[src/rtl/multicycle_control_if.sv]
// Control bus between the multi-cycle main controller and the CPU datapath.
// master: controller side (drives strobes/selects, observes IR opcode and flags).
// slave : datapath side.
interface multicycle_control_if;
    logic [3:0] opcode;
    logic       zero;
    logic       mem_ready;
    logic [2:0] aluOp;
    logic       pc_write;
    logic       pc_write_cond;
    logic       ir_write;
    logic       mem_read;
    logic       mem_write;
    logic       iord;
    logic       reg_write;
    logic       reg_dst;
    logic       mem_to_reg;
    logic       alu_src_a;
    logic [1:0] alu_src_b;
    logic [1:0] pc_source;

    modport master (
        input  opcode, zero, mem_ready,
        output aluOp, pc_write, pc_write_cond, ir_write, mem_read, mem_write,
               iord, reg_write, reg_dst, mem_to_reg, alu_src_a, alu_src_b, pc_source
    );

    modport slave (
        output opcode, zero, mem_ready,
        input  aluOp, pc_write, pc_write_cond, ir_write, mem_read, mem_write,
               iord, reg_write, reg_dst, mem_to_reg, alu_src_a, alu_src_b, pc_source
    );
endinterface

[src/rtl/multicycle_control.sv]
// Multi-cycle main control FSM for the 16-bit CPU (feeds ALU_Control via aluOp).
// Sequences fetch/decode/execute/memory/write-back, stalls on mem_ready and
// counts retired instructions.
// Optional feature macro: ILLEGAL_TRAP_EN (illegal opcodes enter a sticky TRAP
// state); when undefined, illegal opcodes are NOPs and trap is tied to 0.
module multicycle_control #(
    parameter int unsigned RETIRE_W = 16
) (
    input  logic                    clk,
    input  logic                    rst_n,
    multicycle_control_if.master    bus,
    output logic [3:0]              state,
    output logic [RETIRE_W-1:0]     instr_count,
    output logic                    trap
);

    typedef enum logic [3:0] {
        S_FETCH    = 4'd0,
        S_DECODE   = 4'd1,
        S_MEM_ADDR = 4'd2,
        S_MEM_RD   = 4'd3,
        S_MEM_WB   = 4'd4,
        S_MEM_WR   = 4'd5,
        S_EXEC_R   = 4'd6,
        S_R_WB     = 4'd7,
        S_EXEC_I   = 4'd8,
        S_I_WB     = 4'd9,
        S_BRANCH   = 4'd10,
`ifdef ILLEGAL_TRAP_EN
        S_JUMP     = 4'd11,
        S_TRAP     = 4'd12
`else
        S_JUMP     = 4'd11
`endif
    } state_t;

    state_t state_q;
    state_t state_d;
    logic   retire_c;

    // zero only qualifies pc_write_cond inside the datapath
    logic unused_zero;
    assign unused_zero = bus.zero;

    assign state = state_q;

    // State register
    always_ff @(posedge clk or negedge rst_n) begin
        if (!rst_n) state_q <= S_FETCH;
        else        state_q <= state_d;
    end

    // Retired-instruction counter, wraps modulo 2^RETIRE_W
    always_ff @(posedge clk or negedge rst_n) begin
        if (!rst_n)        instr_count <= '0;
        else if (retire_c) instr_count <= instr_count + RETIRE_W'(1);
    end

    // Next-state and Moore output decode; handshake strobes gated by mem_ready
    always_comb begin
        state_d           = S_FETCH;
        retire_c          = 1'b0;
        trap              = 1'b0;
        bus.aluOp         = 3'b000;
        bus.pc_write      = 1'b0;
        bus.pc_write_cond = 1'b0;
        bus.ir_write      = 1'b0;
        bus.mem_read      = 1'b0;
        bus.mem_write     = 1'b0;
        bus.iord          = 1'b0;
        bus.reg_write     = 1'b0;
        bus.reg_dst       = 1'b0;
        bus.mem_to_reg    = 1'b0;
        bus.alu_src_a     = 1'b0;
        bus.alu_src_b     = 2'b00;
        bus.pc_source     = 2'b00;

        case (state_q)
            S_FETCH: begin
                bus.mem_read  = 1'b1;
                bus.alu_src_b = 2'b01;
                bus.aluOp     = 3'b001;
                bus.ir_write  = bus.mem_ready;
                bus.pc_write  = bus.mem_ready;
                state_d       = bus.mem_ready ? S_DECODE : S_FETCH;
            end
            S_DECODE: begin
                bus.alu_src_b = 2'b10;
                bus.aluOp     = 3'b001;
                case (bus.opcode)
                    4'b0000:                                  state_d = S_EXEC_R;
                    4'b0001, 4'b0010, 4'b0011, 4'b0100, 4'b1001: state_d = S_EXEC_I;
                    4'b0101, 4'b0110:                         state_d = S_MEM_ADDR;
                    4'b0111:                                  state_d = S_BRANCH;
                    4'b1000:                                  state_d = S_JUMP;
`ifdef ILLEGAL_TRAP_EN
                    default:                                  state_d = S_TRAP;
`else
                    default:                                  state_d = S_FETCH;
`endif
                endcase
            end
            S_MEM_ADDR: begin
                bus.alu_src_a = 1'b1;
                bus.alu_src_b = 2'b10;
                bus.aluOp     = 3'b001;
                if (bus.opcode == 4'b0110)      state_d = S_MEM_WR;
                else if (bus.opcode == 4'b0101) state_d = S_MEM_RD;
                else                            state_d = S_FETCH;
            end
            S_MEM_RD: begin
                bus.mem_read = 1'b1;
                bus.iord     = 1'b1;
                state_d      = bus.mem_ready ? S_MEM_WB : S_MEM_RD;
            end
            S_MEM_WB: begin
                bus.reg_write  = 1'b1;
                bus.mem_to_reg = 1'b1;
                retire_c       = 1'b1;
            end
            S_MEM_WR: begin
                bus.mem_write = 1'b1;
                bus.iord      = 1'b1;
                retire_c      = bus.mem_ready;
                state_d       = bus.mem_ready ? S_FETCH : S_MEM_WR;
            end
            S_EXEC_R: begin
                bus.alu_src_a = 1'b1;
                state_d       = S_R_WB;
            end
            S_R_WB: begin
                bus.reg_write = 1'b1;
                bus.reg_dst   = 1'b1;
                retire_c      = 1'b1;
            end
            S_EXEC_I: begin
                bus.alu_src_a = 1'b1;
                state_d       = S_I_WB;
                case (bus.opcode)
                    4'b0001: begin bus.aluOp = 3'b001; bus.alu_src_b = 2'b10; end
                    4'b0010: begin bus.aluOp = 3'b011; bus.alu_src_b = 2'b11; end
                    4'b0011: begin bus.aluOp = 3'b100; bus.alu_src_b = 2'b11; end
                    4'b0100: begin bus.aluOp = 3'b101; bus.alu_src_b = 2'b10; end
                    4'b1001: begin bus.aluOp = 3'b110; bus.alu_src_b = 2'b11; end
                    default: begin bus.aluOp = 3'b000; bus.alu_src_b = 2'b00; end
                endcase
            end
            S_I_WB: begin
                bus.reg_write = 1'b1;
                retire_c      = 1'b1;
            end
            S_BRANCH: begin
                bus.alu_src_a     = 1'b1;
                bus.aluOp         = 3'b010;
                bus.pc_source     = 2'b01;
                bus.pc_write_cond = 1'b1;
                retire_c          = 1'b1;
            end
            S_JUMP: begin
                bus.pc_source = 2'b10;
                bus.pc_write  = 1'b1;
                retire_c      = 1'b1;
            end
`ifdef ILLEGAL_TRAP_EN
            S_TRAP: begin
                trap    = 1'b1;
                state_d = S_TRAP;
            end
`endif
            default: state_d = S_FETCH;
        endcase

        // Reset holds every strobe and select low, not just the state
        if (!rst_n) begin
            retire_c          = 1'b0;
            trap              = 1'b0;
            bus.aluOp         = 3'b000;
            bus.pc_write      = 1'b0;
            bus.pc_write_cond = 1'b0;
            bus.ir_write      = 1'b0;
            bus.mem_read      = 1'b0;
            bus.mem_write     = 1'b0;
            bus.iord          = 1'b0;
            bus.reg_write     = 1'b0;
            bus.reg_dst       = 1'b0;
            bus.mem_to_reg    = 1'b0;
            bus.alu_src_a     = 1'b0;
            bus.alu_src_b     = 2'b00;
            bus.pc_source     = 2'b00;
        end
    end

endmodule

[src/flat_wrapper.sv]
// flat-port wrapper written by rule: the top's interface ports become plain ports
module multicycle_control_flat 
#(
    parameter int unsigned RETIRE_W = 16
)
  (clk, rst_n, state, instr_count, trap, bus_opcode, bus_zero, bus_mem_ready, bus_aluOp, bus_pc_write, bus_pc_write_cond, bus_ir_write, bus_mem_read, bus_mem_write, bus_iord, bus_reg_write, bus_reg_dst, bus_mem_to_reg, bus_alu_src_a, bus_alu_src_b, bus_pc_source);
  multicycle_control_if bus_i ();
  input  logic clk;
  input  logic rst_n;
  output logic [3:0] state;
  output logic [RETIRE_W-1:0] instr_count;
  output logic trap;
  input wire logic [$bits(bus_i.opcode)-1:0] bus_opcode;
  input wire logic [$bits(bus_i.zero)-1:0] bus_zero;
  input wire logic [$bits(bus_i.mem_ready)-1:0] bus_mem_ready;
  output wire logic [$bits(bus_i.aluOp)-1:0] bus_aluOp;
  output wire logic [$bits(bus_i.pc_write)-1:0] bus_pc_write;
  output wire logic [$bits(bus_i.pc_write_cond)-1:0] bus_pc_write_cond;
  output wire logic [$bits(bus_i.ir_write)-1:0] bus_ir_write;
  output wire logic [$bits(bus_i.mem_read)-1:0] bus_mem_read;
  output wire logic [$bits(bus_i.mem_write)-1:0] bus_mem_write;
  output wire logic [$bits(bus_i.iord)-1:0] bus_iord;
  output wire logic [$bits(bus_i.reg_write)-1:0] bus_reg_write;
  output wire logic [$bits(bus_i.reg_dst)-1:0] bus_reg_dst;
  output wire logic [$bits(bus_i.mem_to_reg)-1:0] bus_mem_to_reg;
  output wire logic [$bits(bus_i.alu_src_a)-1:0] bus_alu_src_a;
  output wire logic [$bits(bus_i.alu_src_b)-1:0] bus_alu_src_b;
  output wire logic [$bits(bus_i.pc_source)-1:0] bus_pc_source;
  assign bus_i.opcode = bus_opcode;
  assign bus_i.zero = bus_zero;
  assign bus_i.mem_ready = bus_mem_ready;
  assign bus_aluOp = bus_i.aluOp;
  assign bus_pc_write = bus_i.pc_write;
  assign bus_pc_write_cond = bus_i.pc_write_cond;
  assign bus_ir_write = bus_i.ir_write;
  assign bus_mem_read = bus_i.mem_read;
  assign bus_mem_write = bus_i.mem_write;
  assign bus_iord = bus_i.iord;
  assign bus_reg_write = bus_i.reg_write;
  assign bus_reg_dst = bus_i.reg_dst;
  assign bus_mem_to_reg = bus_i.mem_to_reg;
  assign bus_alu_src_a = bus_i.alu_src_a;
  assign bus_alu_src_b = bus_i.alu_src_b;
  assign bus_pc_source = bus_i.pc_source;
  multicycle_control #(.RETIRE_W(RETIRE_W)) u_core (.clk(clk), .rst_n(rst_n), .bus(bus_i), .state(state), .instr_count(instr_count), .trap(trap));
endmodule
[config.mk]
export PLATFORM = sky130hd
export DESIGN_NAME = multicycle_control_flat
export DESIGN_NICKNAME = d
export VERILOG_FILES = /design/src/rtl/multicycle_control_if.sv /design/src/rtl/multicycle_control.sv /design/src/flat_wrapper.sv
export SDC_FILE = /design/constraint.sdc
export NUM_CORES = 1
export LEC_CHECK = 0
export BUFFER_PORTS_ARGS = -buffer_cell sky130_fd_sc_hd__buf_2
export CORE_MARGIN = 10
export CORE_UTILIZATION = 45
export DETAILED_ROUTE_END_ITERATION = 10
export PLACE_DENSITY_LB_ADDON = 0.15
export SYNTH_ARGS = -nofsm -noshare
export SYNTH_HDL_FRONTEND = slang
export SYNTH_SLANG_ARGS = --single-unit
[constraint.sdc]
create_clock -name clk -period 3.4 [get_ports clk]
set_input_delay 0.17 -clock clk [delete_from_list [all_inputs] [get_ports clk]]
set_output_delay 0.17 -clock clk [all_outputs]
set_load 0.02 [all_outputs]
==> results of run 1 <==
-- cells in the final DEF (no fill, tap or decap), drive strengths merged, types with 5 or more instances in the layout --
| cell type | instances |
|---|---|
| a21oi | 9 |
| nand3 | 7 |
| nand2b | 10 |
| nand2 | 9 |
| nor2b | 7 |
| dfrtp | 20 |
| buf | 44 |
| inv | 5 |
| nor2 | 14 |
| and3 | 10 |
| nor3 | 5 |
| nand4 | 7 |
| xnor2 | 14 |
| ha | 6 |
-- critical path, cell delays in order (launching register included) --
cell and delay (ps):
dfrtp_1 610, nand2b_1 320, and2_1 240, or2_0 210
a21oi_1 160, buf_2 190
-- state kept, by name, summed over array words and instances, names as in the netlist --
signal and cells:
u_core.instr_count 16, u_core.state 4
-- logic make-up (layout without fill, tap and decap cells) --
kind of cell | count (synthesis) | count (layout)
xor gates and xnor gates | 16 | 16
buffers and inverters | 16 | 54
other | 1 | 1
DFF | 20 | 20
AOI/OAI and AO/OA | 24 | 24
muxes | 2 | 2
and+or+nand+nor | 87 | 87
adders and majority gates | 6 | 6
-- power groups by stage --
stage | Sequential [mW] | Clock (mW) | Combinational [mW]
after floorplan | 0.365 | 0 | 0.346
after global placement | 0.369 | 0 | 0.451
after detailed placement | 0.374 | 0 | 0.458
after CTS | 0.369 | 0.206 | 0.461
after global routing | 0.383 | 0.217 | 0.501
final | 0.371 | 0.201 | 0.456
-- cell type report --
type | instances | area, um2 | share of cell area
Clock buffer | 3 | 22.5 | 0.0124
Clock inverter | 1 | 30.0 | 0.0166
Inverter | 5 | 18.8 | 0.0104
Multi-Input combinational cell | 136 | 950 | 0.524
Sequential cell | 20 | 500 | 0.276
Tap cell | 46 | 57.6 | 0.0318
Timing Repair Buffer | 45 | 233 | 0.128
-- worst paths after layout --
kind,to,slack [ps],depth (start not counted)
setup / recovery,bus_alu_src_b[1],1180,5
hold / removal,u_core.state[2],160,2
setup reg to reg,u_core.instr_count[1],1330,4
hold reg to reg,u_core.instr_count[15],480,1
max in group asynchronous,u_core.instr_count[4],2680,3
min in group asynchronous,u_core.state[1],180,2
-- stage by stage --
stage	cells	cell area, um2
2_1_floorplan	172	1540
3_3_place_gp	251	1750
3_5_place_dp	251	1750
4_1_cts	256	1810
5_1_grt	256	1810
6_report	256	1810
-- timing repair --
| item | in CTS | in global routing |
|---|---|---|
| endpoints found under the hold margin | 20 | 0 |
| setup buffers | 0 | 0 |
| setup endpoints to repair | 0 | 0 |
| hold buffers | 1 | 0 |
-- per-layer routing --
layer / part of all wire / routed length (um)
met5: 0 / 0
met2: 0.43 / 1640
met1: 0.47 / 1790
met4: 0.0053 / 20
met3: 0.091 / 346
==> flow_metrics.tcl, run 1 <==
set metrics [dict create \
    grtUsageMet3 0.0410 \
    remaining_drc_errors 0 \
    yosysWarningCount 0 \
    compound_cell_area_share_of_the_yosys_netlist 0.114 \
    timing.critical_path.to_type "output pin" \
    yosysTopAreaCellShare 0.325 \
    main_combinational_cell_family_by_area_after_synthesis "simple AND/OR/NAND/NOR gates" \
    antenna_cells_inserted 0 \
    finalHoldViolCount 0 \
    post_synth_inst_count 172 \
    resized_gates_after_cts 0 \
    dieWidth_um 78.5 \
    floorplan.rows 21 \
    postLayoutSetupSlackWorst_ps 1180 \
    setup.worst_path.class "reg2out" \
    initial_utilization 0.466 \
    slew_at_the_pin_with_the_worst_max_slew_slack_ps 599 \
    post_synthesis_simple_gate_area_fraction 0.346 \
    first_iter_violations 136 \
    fp.coreArea_mm2 0.00331 \
    post_route_cells_drive_above_1_share 0.267 \
    layout.core_utilization 0.547 \
    num-fill-cells 328 \
    num-nets-final 225 \
    peakVddDrop_mv 0.302 \
    seq_power_share 0.361 \
    ys_types 46 \
    portion_of_the_post_synthesis_area_used_by_sequential_elements 0.325 \
    detailroute.via_count 1381 \
    number_of_antenna_violations_at_the_first_check_in_global_routing 0 \
    grt_max_degree 36 \
    dpl_worst_slack_ps 1340 \
    groute.layer.met1.usage 0.154 \
    overflow 0 \
    number_of_port_buffers 43 \
    pwr-share-clk 0.196 \
    floorplan.die.height_um 78.5 \
    maxSlewViolCount 0 \
    post-synth-top-area-cell "dfrtp_1" \
    fraction_of_the_mapped_netlist_area_in_adder_cells 0.0487 \
    relative_area_change_from_synthesis_to_final_layout_pct 17.5 \
    startpoint "u_core.state[1]" \
    synth.cell_area_mm2 0.00154 \
    timing.fmax_mhz 450 \
    period_share 0.654 \
    yosys_register_bits 20 \
    cp.arrival_ps 2050 \
    syn_avg_cell_area_um2 8.96 \
    max_slew_margin 0.601 \
    netSwitchingFraction 0.444 \
    routed_wire_length_per_instance_um 14.8 \
    min-delay-path-class "in2reg" \
    grt_pass1_vias 1343 \
    timing.rr.start "u_core.state[0]" \
    max-cap-violations 0 \
    final.hold.worst_slack_ps 164 \
    clock-sinks 20 \
    synth-main-ff-cell "dfrtp_1" \
    clock-skew-final_ps 4.19 \
    dp_hpwl_mm 2.89 \
    synth-xor-area-share 0.0909 \
    path_clk_slew_ps 120 \
    min_period_ps 2220 \
    worstSkewPairLatency_ps 310 \
    outcome "complete, no violations" \
    tot_pwr_mw 1.03 \
    ys_top_cells_by_area "dfrtp_1 32%, xnor2_1 8.0%, ha_1 4.9%" \
    clock_tree_from_tritoncts "done" \
    busiest_layer "met2" \
    final_wirelength_mm 3.79 \
    yosys-mux-area-fraction 0.0146 \
    hold_path.startpoint "bus_opcode[3]" \
    total_switching_power_uw 457 \
    timing.critical_path.required_ps 3230 \
    number_of_top_level_pins 46 \
    post_synth_most_frequent_cells "20 x dfrtp_1, 14 x xnor2_1, 13 x nor2_1" \
    drtPass1Iterations 4 \
    ant_nets 0 \
    max-clock-path-buffers 2 \
    internal_power_uw 571 \
    leakagePower_nw 0.914 \
    met2_track_utilization_from_global_routing 0.178 \
    totalNegativeSetupSlack_ps 0 \
    cts.htree.levels 1 \
    unrepaired_setup_endpoints_after_global_routing "no" \
    post_drt_via_cell_ratio 5.39 \
    power.share.combinational 0.444 \
    grt_util_all_layers 0.118 \
    place.gp.congestion 0.811 \
    grt_pass1_wl_mm 6.27 \
    power.density_cell_area_mw_per_mm2 568 \
    timing.critical_path.from_type "flip-flop" \
    root_buffer "clkbuf_4" \
    synth-edff-count 0 \
    async_flop_share 1.00 \
    die_area_mm2 0.00617 \
    postSynthNetCount 186 \
    setup_viol 0 \
    critical_path_peak_fanout 18 \
    post-synth-top-count-cell "dfrtp_1" \
    cts-buffers-inserted 3 \
]
(Power assumes the default switching activity.)
==> inputs of run 2 (changes only) <==
Clock period 3.4 ns to 2.25 ns, I/O delays scaled along.
==> flow_metrics.tcl, run 2 (synthesized netlist as in run 1, its figures left out) <==
set metrics [dict create \
    outcome "complete, no violations" \
    clock_tree_from_tritoncts "done" \
    setup_viol 0 \
    grt_util_all_layers 0.132 \
    period_share 0.927 \
    routed_wire_length_per_instance_um 15.3 \
    max-clock-path-buffers 2 \
    remaining_drc_errors 0 \
    cts-buffers-inserted 3 \
    timing.critical_path.to_type "output pin" \
    clock-skew-final_ps 14.2 \
    finalHoldViolCount 0 \
    number_of_antenna_violations_at_the_first_check_in_global_routing 0 \
    num-fill-cells 337 \
    cp.arrival_ps 1970 \
    detailroute.via_count 1416 \
    drtPass1Iterations 4 \
    register_area_um2 500 \
    largest_reg_flops 16 \
    grt_pass1_wl_mm 6.91 \
    post_cts_repair_setup_buffers 0 \
    place.gp.congestion 0.840 \
    layout.core_utilization 0.557 \
    final.hold.worst_slack_ps 109 \
    grt_max_degree 27 \
    power.density_cell_area_mw_per_mm2 824 \
    totalNegativeSetupSlack_ps 0 \
    setup.worst_path.class "reg2out" \
    clock-sinks 20 \
    grt_pass1_vias 1446 \
    numPlacedInstances 256 \
    number_of_top_level_pins 46 \
    die_area_mm2 0.00617 \
    number_of_port_buffers 43 \
    overflow 0 \
    root_buffer "clkbuf_4" \
    min_period_ps 2080 \
    peakVddDrop_mv 0.412 \
    largest-register "u_core.instr_count" \
    reg2reg_setup_slack_ps 400 \
    min-delay-path-class "in2reg" \
    dp_hpwl_mm 3.18 \
    relative_area_change_from_synthesis_to_final_layout_pct 19.7 \
    multiInputGateArea_um2 950 \
    critical_path_peak_fanout 12 \
    initial_utilization 0.466 \
    timing.critical_path.required_ps 2140 \
    antenna_cells_inserted 0 \
    cts.htree.levels 1 \
    fin_cells 261 \
    timing.critical_path.from_type "flip-flop" \
    ant_nets 0 \
    fp.coreArea_mm2 0.00331 \
    post_route_cells_drive_above_1_share 0.284 \
    layout.cells.most_common "buf_2" \
    max-cap-violations 0 \
    leakagePower_nw 0.937 \
    path_clk_slew_ps 130 \
    layout_common_cells "43 x buf_2, 20 x dfrtp_1, 14 x xnor2_1, 13 x nor2_1" \
    post_drt_via_cell_ratio 5.43 \
    timing.fmax_mhz 480 \
    floorplan.die.height_um 78.5 \
    final_wirelength_mm 4.00 \
    worstSkewPairLatency_ps 310 \
    num-nets-final 230 \
    unrepaired_setup_endpoints_after_global_routing "no" \
    floorplan.rows 21 \
    first_iter_violations 94 \
    dieWidth_um 78.5 \
    maxSlewViolCount 0 \
    tot_pwr_mw 1.52 \
]
## run 2: metal layers
layer  up-vias  global-route usage  part of all wire
li1        695                   -                 -
met5         -                   0                 0
met4         0              0.0376             0.017
met1       666               0.167              0.47
met2        46               0.206              0.44
met3         9              0.0490             0.073
## run 2: area by class of cell
type	instances	share of cell area
Sequential cell	20	0.271
Inverter	5	0.0102
Clock buffer	4	0.0197
Multi-Input combinational cell	136	0.515
Tap cell	46	0.0312
Timing Repair Buffer	50	0.153
## run 2: path summary, 6_finish.rpt
kind                                        start                     end  cells after the start
max                               u_core.state[1]        bus_alu_src_b[1]                      6
min                                 bus_opcode[3]         u_core.state[2]                      2
max reg2reg                       u_core.state[0]   u_core.instr_count[1]                      4
min reg2reg                u_core.instr_count[15]  u_core.instr_count[15]                      1
max in group asynchronous                   rst_n   u_core.instr_count[0]                      3
min in group asynchronous                   rst_n         u_core.state[2]                      2
## run 2: worst max-delay path, stage by stage (launching register included)
cell      delay (ps)
dfrtp_1          600
buf_4            230
nand2b_1         110
and2_1           190
or2_0            210
a21oi_1          130
buf_2            180
## run 2: what timing repair did
action                    in CTS  in global routing
hold endpoints to repair      20                  0
resized for setup              0                  0
hold buffers                   1                  0
## run 2: report_power, final
| group | total, mW | internal, mW | switching, mW |
|---|---|---|---|
| Combinational | 0.782 | 0.309 | 0.473 |
| Clock | 0.218 | 0.0989 | 0.119 |
| Sequential | 0.521 | 0.412 | 0.109 |
## run 2: stage by stage
step | cell area, um2 | setup slack, ps
4_1_cts | 1850 | 157
3_5_place_dp | 1800 | 430
5_1_grt | 1850 | 15.4
2_1_floorplan | 1540 | 514
3_3_place_gp | 1800 | 481
6_report | 1850 | 165
